$ cat src/rtl/gol_sequencer.sv
// Game-of-Life phase scheduler: sequences randomize/update/commit engines and
// aligns each board commit to a vsync rising edge so the display never tears.
module gol_sequencer #(
  parameter int CLOCK_FREQ = 24000000,
  parameter int UPDATE_HZ  = 10
) (
  input  logic        clk,
  input  logic        rst_n,
  input  logic        run_en,
  input  logic        step_req,
  input  logic        rand_req,
  input  logic        vsync_in,
  output logic        init_start,
  output logic        upd_start,
  output logic        copy_start,
  input  logic        init_done,
  input  logic        upd_done,
  input  logic        copy_done,
  output logic [2:0]  phase,
  output logic        busy,
  output logic [15:0] gen_count
);

  localparam logic [31:0] INTERVAL = 32'(CLOCK_FREQ / UPDATE_HZ);

  typedef enum logic [2:0] {
    S_INIT, W_INIT, IDLE, S_UPD, W_UPD, WAIT_VS, S_COPY, W_COPY
  } state_t;

  state_t      state, next_state;
  logic [31:0] timer;
  logic        step_pend;
  logic        vs_q;
  logic        vs_edge;
  logic        trigger;

  assign vs_edge = vsync_in & ~vs_q;
  assign trigger = (state == IDLE) & vs_edge & ((run_en & (timer >= INTERVAL)) | step_pend);

  // An S_x state holds until its registered start pulse has been issued; this
  // gives the boot pulse one cycle after reset release and a single-cycle S_x
  // when entered from IDLE, where the pulse rises together with the state.
  always_comb begin
    next_state = state;
    case (state)
      S_INIT:  if (init_start) next_state = W_INIT;
      W_INIT:  if (init_done) next_state = IDLE;
      IDLE:    if (trigger) next_state = rand_req ? S_INIT : S_UPD;
      S_UPD:   if (upd_start) next_state = W_UPD;
      W_UPD:   if (upd_done) next_state = WAIT_VS;
      WAIT_VS: if (vs_edge) next_state = S_COPY;
      S_COPY:  if (copy_start) next_state = W_COPY;
      W_COPY:  if (copy_done) next_state = IDLE;
      default: next_state = S_INIT;
    endcase
  end

  always_ff @(posedge clk or negedge rst_n) begin
    if (!rst_n) begin
      state      <= S_INIT;
      init_start <= 1'b0;
      upd_start  <= 1'b0;
      copy_start <= 1'b0;
      vs_q       <= 1'b1;
      timer      <= '0;
      step_pend  <= 1'b0;
      gen_count  <= '0;
    end else begin
      state      <= next_state;
      init_start <= (next_state == S_INIT);
      upd_start  <= (next_state == S_UPD);
      copy_start <= (next_state == S_COPY);
      vs_q       <= vsync_in;

      if (state == IDLE) begin
        if (trigger)
          timer <= '0;
        else if (run_en && (timer < INTERVAL))
          timer <= timer + 32'd1;
      end

      if (trigger)
        step_pend <= 1'b0;
      else if (step_req && !run_en)
        step_pend <= 1'b1;

      if ((state == W_INIT) && init_done)
        gen_count <= '0;
      else if ((state == W_COPY) && copy_done)
        gen_count <= gen_count + 16'd1;
    end
  end

  always_comb begin
    phase = 3'd0;
    case (state)
      S_INIT, W_INIT: phase = 3'd1;
      S_UPD, W_UPD:   phase = 3'd2;
      WAIT_VS:        phase = 3'd3;
      S_COPY, W_COPY: phase = 3'd4;
      default:        phase = 3'd0;
    endcase
  end

  assign busy = (phase != 3'd0);

endmodule

$ cat config.mk
export PLATFORM = sky130hd
export DESIGN_NAME = gol_sequencer
export DESIGN_NICKNAME = d
export VERILOG_FILES = /design/src/rtl/gol_sequencer.sv
export SDC_FILE = /design/constraint.sdc
export NUM_CORES = 1
export LEC_CHECK = 0
export CORE_ASPECT_RATIO = 0.5
export CORE_UTILIZATION = 35
export CTS_CLUSTER_SIZE = 40
export DETAILED_ROUTE_END_ITERATION = 7
export DONT_BUFFER_PORTS = 1
export GPL_TIMING_DRIVEN = 0
export SLEW_MARGIN = 20
export SYNTH_ARGS = -nofsm -noshare
export SYNTH_HDL_FRONTEND = slang
export SYNTH_SLANG_ARGS = --single-unit
$ cat constraint.sdc
create_clock -name clk -period 4.2 [get_ports clk]
set_input_delay 0.21 -clock clk [delete_from_list [all_inputs] [get_ports clk]]
set_output_delay 0.21 -clock clk [all_outputs]
set_load 0.02 [all_outputs]
# Word-level counts from Yosys, hierarchy flattened

Index checks and enable logic that the tools add are counted.

Register bits: 56
Input port bits: 9
Output and inout bits: 23

Add/subtract/negate cells: 2
$lt $le $gt $ge: 2
Eq/ne operators: 9
Mux-type cells: 17
Bitwise gates (word level): 6
Reduce and logical (&&, ||, !) cells: 15

Operators with widths:

| cell                                                                           | count |
|---|---|
| 32-bit 2-to-1 mux                                                              | 2 |
| 32-bit by 1-bit adder with 32-bit output, second input constant                | 1 |
| 32-bit by 22-bit >= comparator with 1-bit output, second input constant        | 1 |
| 32-bit by 22-bit less-than comparator with 1-bit output, second input constant | 1 |
| 16-bit 2-to-1 mux                                                              | 2 |
| 3-bit 2-to-1 mux                                                               | 8 |
| 3-bit one-hot mux with 8 select lines                                          | 1 |
| 16-bit by 1-bit adder with 16-bit output, second input constant                | 1 |
| 3-bit equality test, second input constant                                     | 5 |
| 3-bit one-hot mux with 4 select lines                                          | 1 |
| 3-bit by 2-bit equality test with 1-bit output, second input constant          | 3 |
| 3-bit logical NOT                                                              | 2 |
| 2-bit nonzero test                                                             | 3 |
| 2-bit OR reduction                                                             | 3 |
| 1-bit AND                                                                      | 4 |
| 1-bit logical AND                                                              | 4 |
| 3-bit by 1-bit equality test with 1-bit output, second input constant          | 1 |
| 3-bit nonzero test                                                             | 1 |
| 1-bit 2-to-1 mux                                                               | 2 |
| 2-bit 2-to-1 mux                                                               | 1 |
| 2-bit AND reduction                                                            | 1 |
| 1-bit logical NOT                                                              | 1 |
| 1-bit inverter                                                                 | 1 |
| 1-bit OR                                                                       | 1 |

# Depth between registers and ports, before layout

Depth in word-level cells: 7
Depth in mapped cells: 9
Gate-level depth less buffers: 7

# Worst setup path before layout

No wires, ideal clock.

Path kind: flip-flop to flip-flop
From: register state[0]
To: register timer[16]
Library setup time: 119 ps
Data arrival time: 2128 ps
Required time: 4081 ps
Setup slack: 1953 ps
Cell stages (with the launch flop): 10
Buffers on the path: 3
Period minus slack after synthesis: 2247 ps
Cells stage by stage: dfrtp_1 > clkbuf_1 > or3b_2 > nor2_1 > o2111a_1 > buf_2 > buf_2 > nand2_1 > xnor2_1 > and2_1

Cells in the longest elaborated chain, start to end: 5
Elaborated cells on any way between the ends: 6
Classes of those cells: 1 x eq/ne; 1 x mux; 2 x bitwise; 2 x reduce/logical

Ends and longest elaborated chain:

| what                                             | RTL line | RTL |
|---|---|---|
| start: declaration                               | 30       | `state_t state, next_state;` |
| start signal: assignment                         | 69       | `state <= next_state;` |
| 3-bit by 2-bit equality test with 1-bit output * | 38, 75   |  |
| 1-bit AND (2 in a row)                           | 38       | `assign trigger = (state == IDLE) & vs_edge & ((run_en & (timer >= INTERVAL)) \| step_pend);` |
| 2-bit nonzero test (no source line)              | --       |  |
| 2-bit AND reduction (no source line)             | --       |  |
| end signal: assignment                           | 79       | `timer <= timer + 32'd1;` |
| end: declaration                                 | 31       | `logic [31:0] timer;` |

Mark *: on every way between the ends. The rest lies on a longest branch, timed or not.
A chain may end at the register's enable or synchronous reset.

# Worst setup path after layout

From: register state[0]
To: register timer[5]

Same word-level chain as after synthesis.

==> metrics.yaml <==
synth_top_cell_area_share_pct: 48.9
netlist_top_cells_count: "dfrtp_1, nor2_1, xor2_1, nand2_1, a21oi_1"
pre_cts_slack_ps: 1660
tritoncts: "done"
crit_end: "timer[5]"
clock_sinks: 56
grt_pass1_vias: 2138
ctsResizeCount: 0
fin_crit_sh_pct: 62.0
clk_pin_slew_ps: 70
multi_input_area_um2: 1320
setup_tns_ps: 0
fillers: 722
grt_max_degree: 57
start_kind: "register"
ff_latch_area_um2: 1400
reg2reg_slack_ps: 1600
rsz0062_at_grt: "no"
die_h_um: 65.4
synth_edf_count: 0
h-tree-depth: 2
min_path_type: "input port to register"
wl_um: 5820
rr_endpoint: "timer[5]"
synth_flop_cell: "dfrtp_1"
fin_skew_ps: 5.69
synthesis.area_um2: 2820
io_pins: 32
synth.most_common_cell: "dfrtp_1"
start_util_pct: 37.3
ys_warn_count: 0
die-width_um: 129
status: "completed"
required_ps: 4350
crit_slowest_cell: "or3b_2"
synthDistinctLibCells: 50
path_class: "register to register"
drv_cap: 0
report.final.setup_viol: 0
dieArea_um2: 8430
crit_path_end_kind: "register"
min_period_ps: 2600
ys_async_sr_fraction_pct: 100
maxSlewHeadroom_pct: 51.0
tightest_slew_ps: 733
antenna_found_initial: 0
ys_seq_elements: 56
clk_latency_ps: 290
power.leakage_nw: 1.41
synthesis.instances: 290
placed_cell_area_um2: 2950
hold_viol: 0
overflow: 0
path_buf_inv: 3
detail-route-antenna-nets: 0
place_congestion: 0.868
via_count: 2104
synth_fp_nets: 302
via_per_inst: 5.14
grt_usage_pct: 15.2
antenna_cells: 0
fp.coreArea_um2: 7540
p_per_area_nw_per_um2: 477
grt_pass1_wl_um: 10000
r2r_cells: 9
critPathLaunch: "state[0]"
path_delay_family: "simple AND/OR/NAND/NOR gates"
routedWlPerCell_um: 14.2
cpPeakStageDelay_ps: 630
ys_seq_area_share_pct: 49.8
syn_area_per_cell_um2: 9.71
cts_buffers: 5
drtPass1Iterations: 5
areaGrowthSynthToFinish_pct: 11.7
final_nets: 312
post-place-cells: 398
drv_slew: 0
final_area_um2: 3150
layout-drive-gt1-share_pct: 7.31
drc: 0
vdd_drop_max_mv: 0.183
clockRootBuffer: "clkbuf_16"
power_w: 0.00150
rows: 22
worstPathArrival_ps: 2750
synthTopCellsByArea: "dfrtp_1, xor2_1, nor2_1, a21oi_1, nand2_1"
worst-path-stages: 9
max_freq_mhz: 384
fin_ws_ps: 1600
cp_cell_sequence: "clkbuf_1, or3b_2, nor2_1, o2111a_1, buf_2, buf_2, nand3_1, xor2_1, nor2_1"
portBuffers: 0
drt_first_iter_violations: 122
yosysTopAreaCell: "dfrtp_1"
cp_max_fo: 10
r2r-start: "state[0]"
stdcell_count: 409
cts_buffer_depth: 2
post-dp-hpwl_um: 4150
post_cts_buffers: 0
## worst reg2reg max path, cell delays in order (launching register included)
cell	delay, ps
dfrtp_1	360
clkbuf_1	190
or3b_2	630
nor2_1	190
o2111a_1	250
buf_2	230
buf_2	260
nand3_1	140
xor2_1	160
nor2_1	70
## cells by family (layout without fill, tap and decap cells)
kind of cell / Yosys count / after routing / synth area share (%)
adders and majority gates: 3 / 3 / 1.33
AOI/OAI and AO/OA: 53 / 53 / 12.2
muxes: 2 / 2 / 0.711
and+or+nand+nor: 125 / 125 / 23.6
buffers and inverters: 22 / 33 / 3.29
DFF: 56 / 56 / 49.8
xor gates and xnor gates: 29 / 29 / 9.02
## metal layers
metal,vias up,GRT usage (%),part of all wire [%]
li1,1025,-,-
met3,2,4.07,3.7
met4,0,3.68,0.53
met2,44,24.8,46
met5,-,0,0
met1,1033,20.1,50
## cell type report
class	instances	share of cell area [%]
plain buffers	11	1.63
clock buffers	5	3.98
clock inverters	3	0.716
inverters	11	1.31
multi-input cells	212	42.0
flip-flops and latches	56	44.6
well taps	108	4.29
repair buffers	3	1.51
## cell usage in the layout (no fill, tap or decap), types with 10 or more instances in the layout
master,n
inv_1,11
nor2_1,43
o21ai_0,12
xor2_1,23
nand3_1,10
nand2_1,17
and2_1,10
a21oi_1,15
dfrtp_1,55
## sequential cells by signal (all words and copies together) (netlist names)
signal,count
copy_start,1
gen_count,16
init_start,1
state,3
step_pend,1
timer,32
upd_start,1
vs_q,1
## stage by stage
| step | util [%] | hold slack, ps |
|---|---|---|
| 6_report | 41.7 | 37.8 |
| 5_1_grt | 41.7 | 41.8 |
| 4_1_cts | 41.7 | 29.8 |
| 3_5_place_dp | 39.1 | -82.2 |
| 3_3_place_gp | 39.1 | -82.1 |
| 2_1_floorplan | - | -85.6 |
## worst min path at each step
stage            endpoint     start  cells past startpoint
2_1_floorplan  copy_start     rst_n                      0
3_3_place_gp    timer[13]     rst_n                      0
3_5_place_dp    timer[14]     rst_n                      0
4_1_cts          state[0]  rand_req                      1
5_1_grt          state[0]  rand_req                      1
6_report         state[0]  rand_req                      1
## report_power, final
part / internal (W) / switching, W / leakage [nW] / total, W
clock network: 0.000223 / 0.000191 / 0.0742 / 0.000415
logic: 0.000136 / 0.000256 / 0.577 / 0.000392
registers: 0.000600 / 0.0000944 / 0.759 / 0.000695
## what timing repair did
item,4_1_cts,5_1_grt
setup endpoints to repair,0,0
hold buffers,3,0
endpoints found under the hold margin,57,0
(Power assumes the default switching activity.)
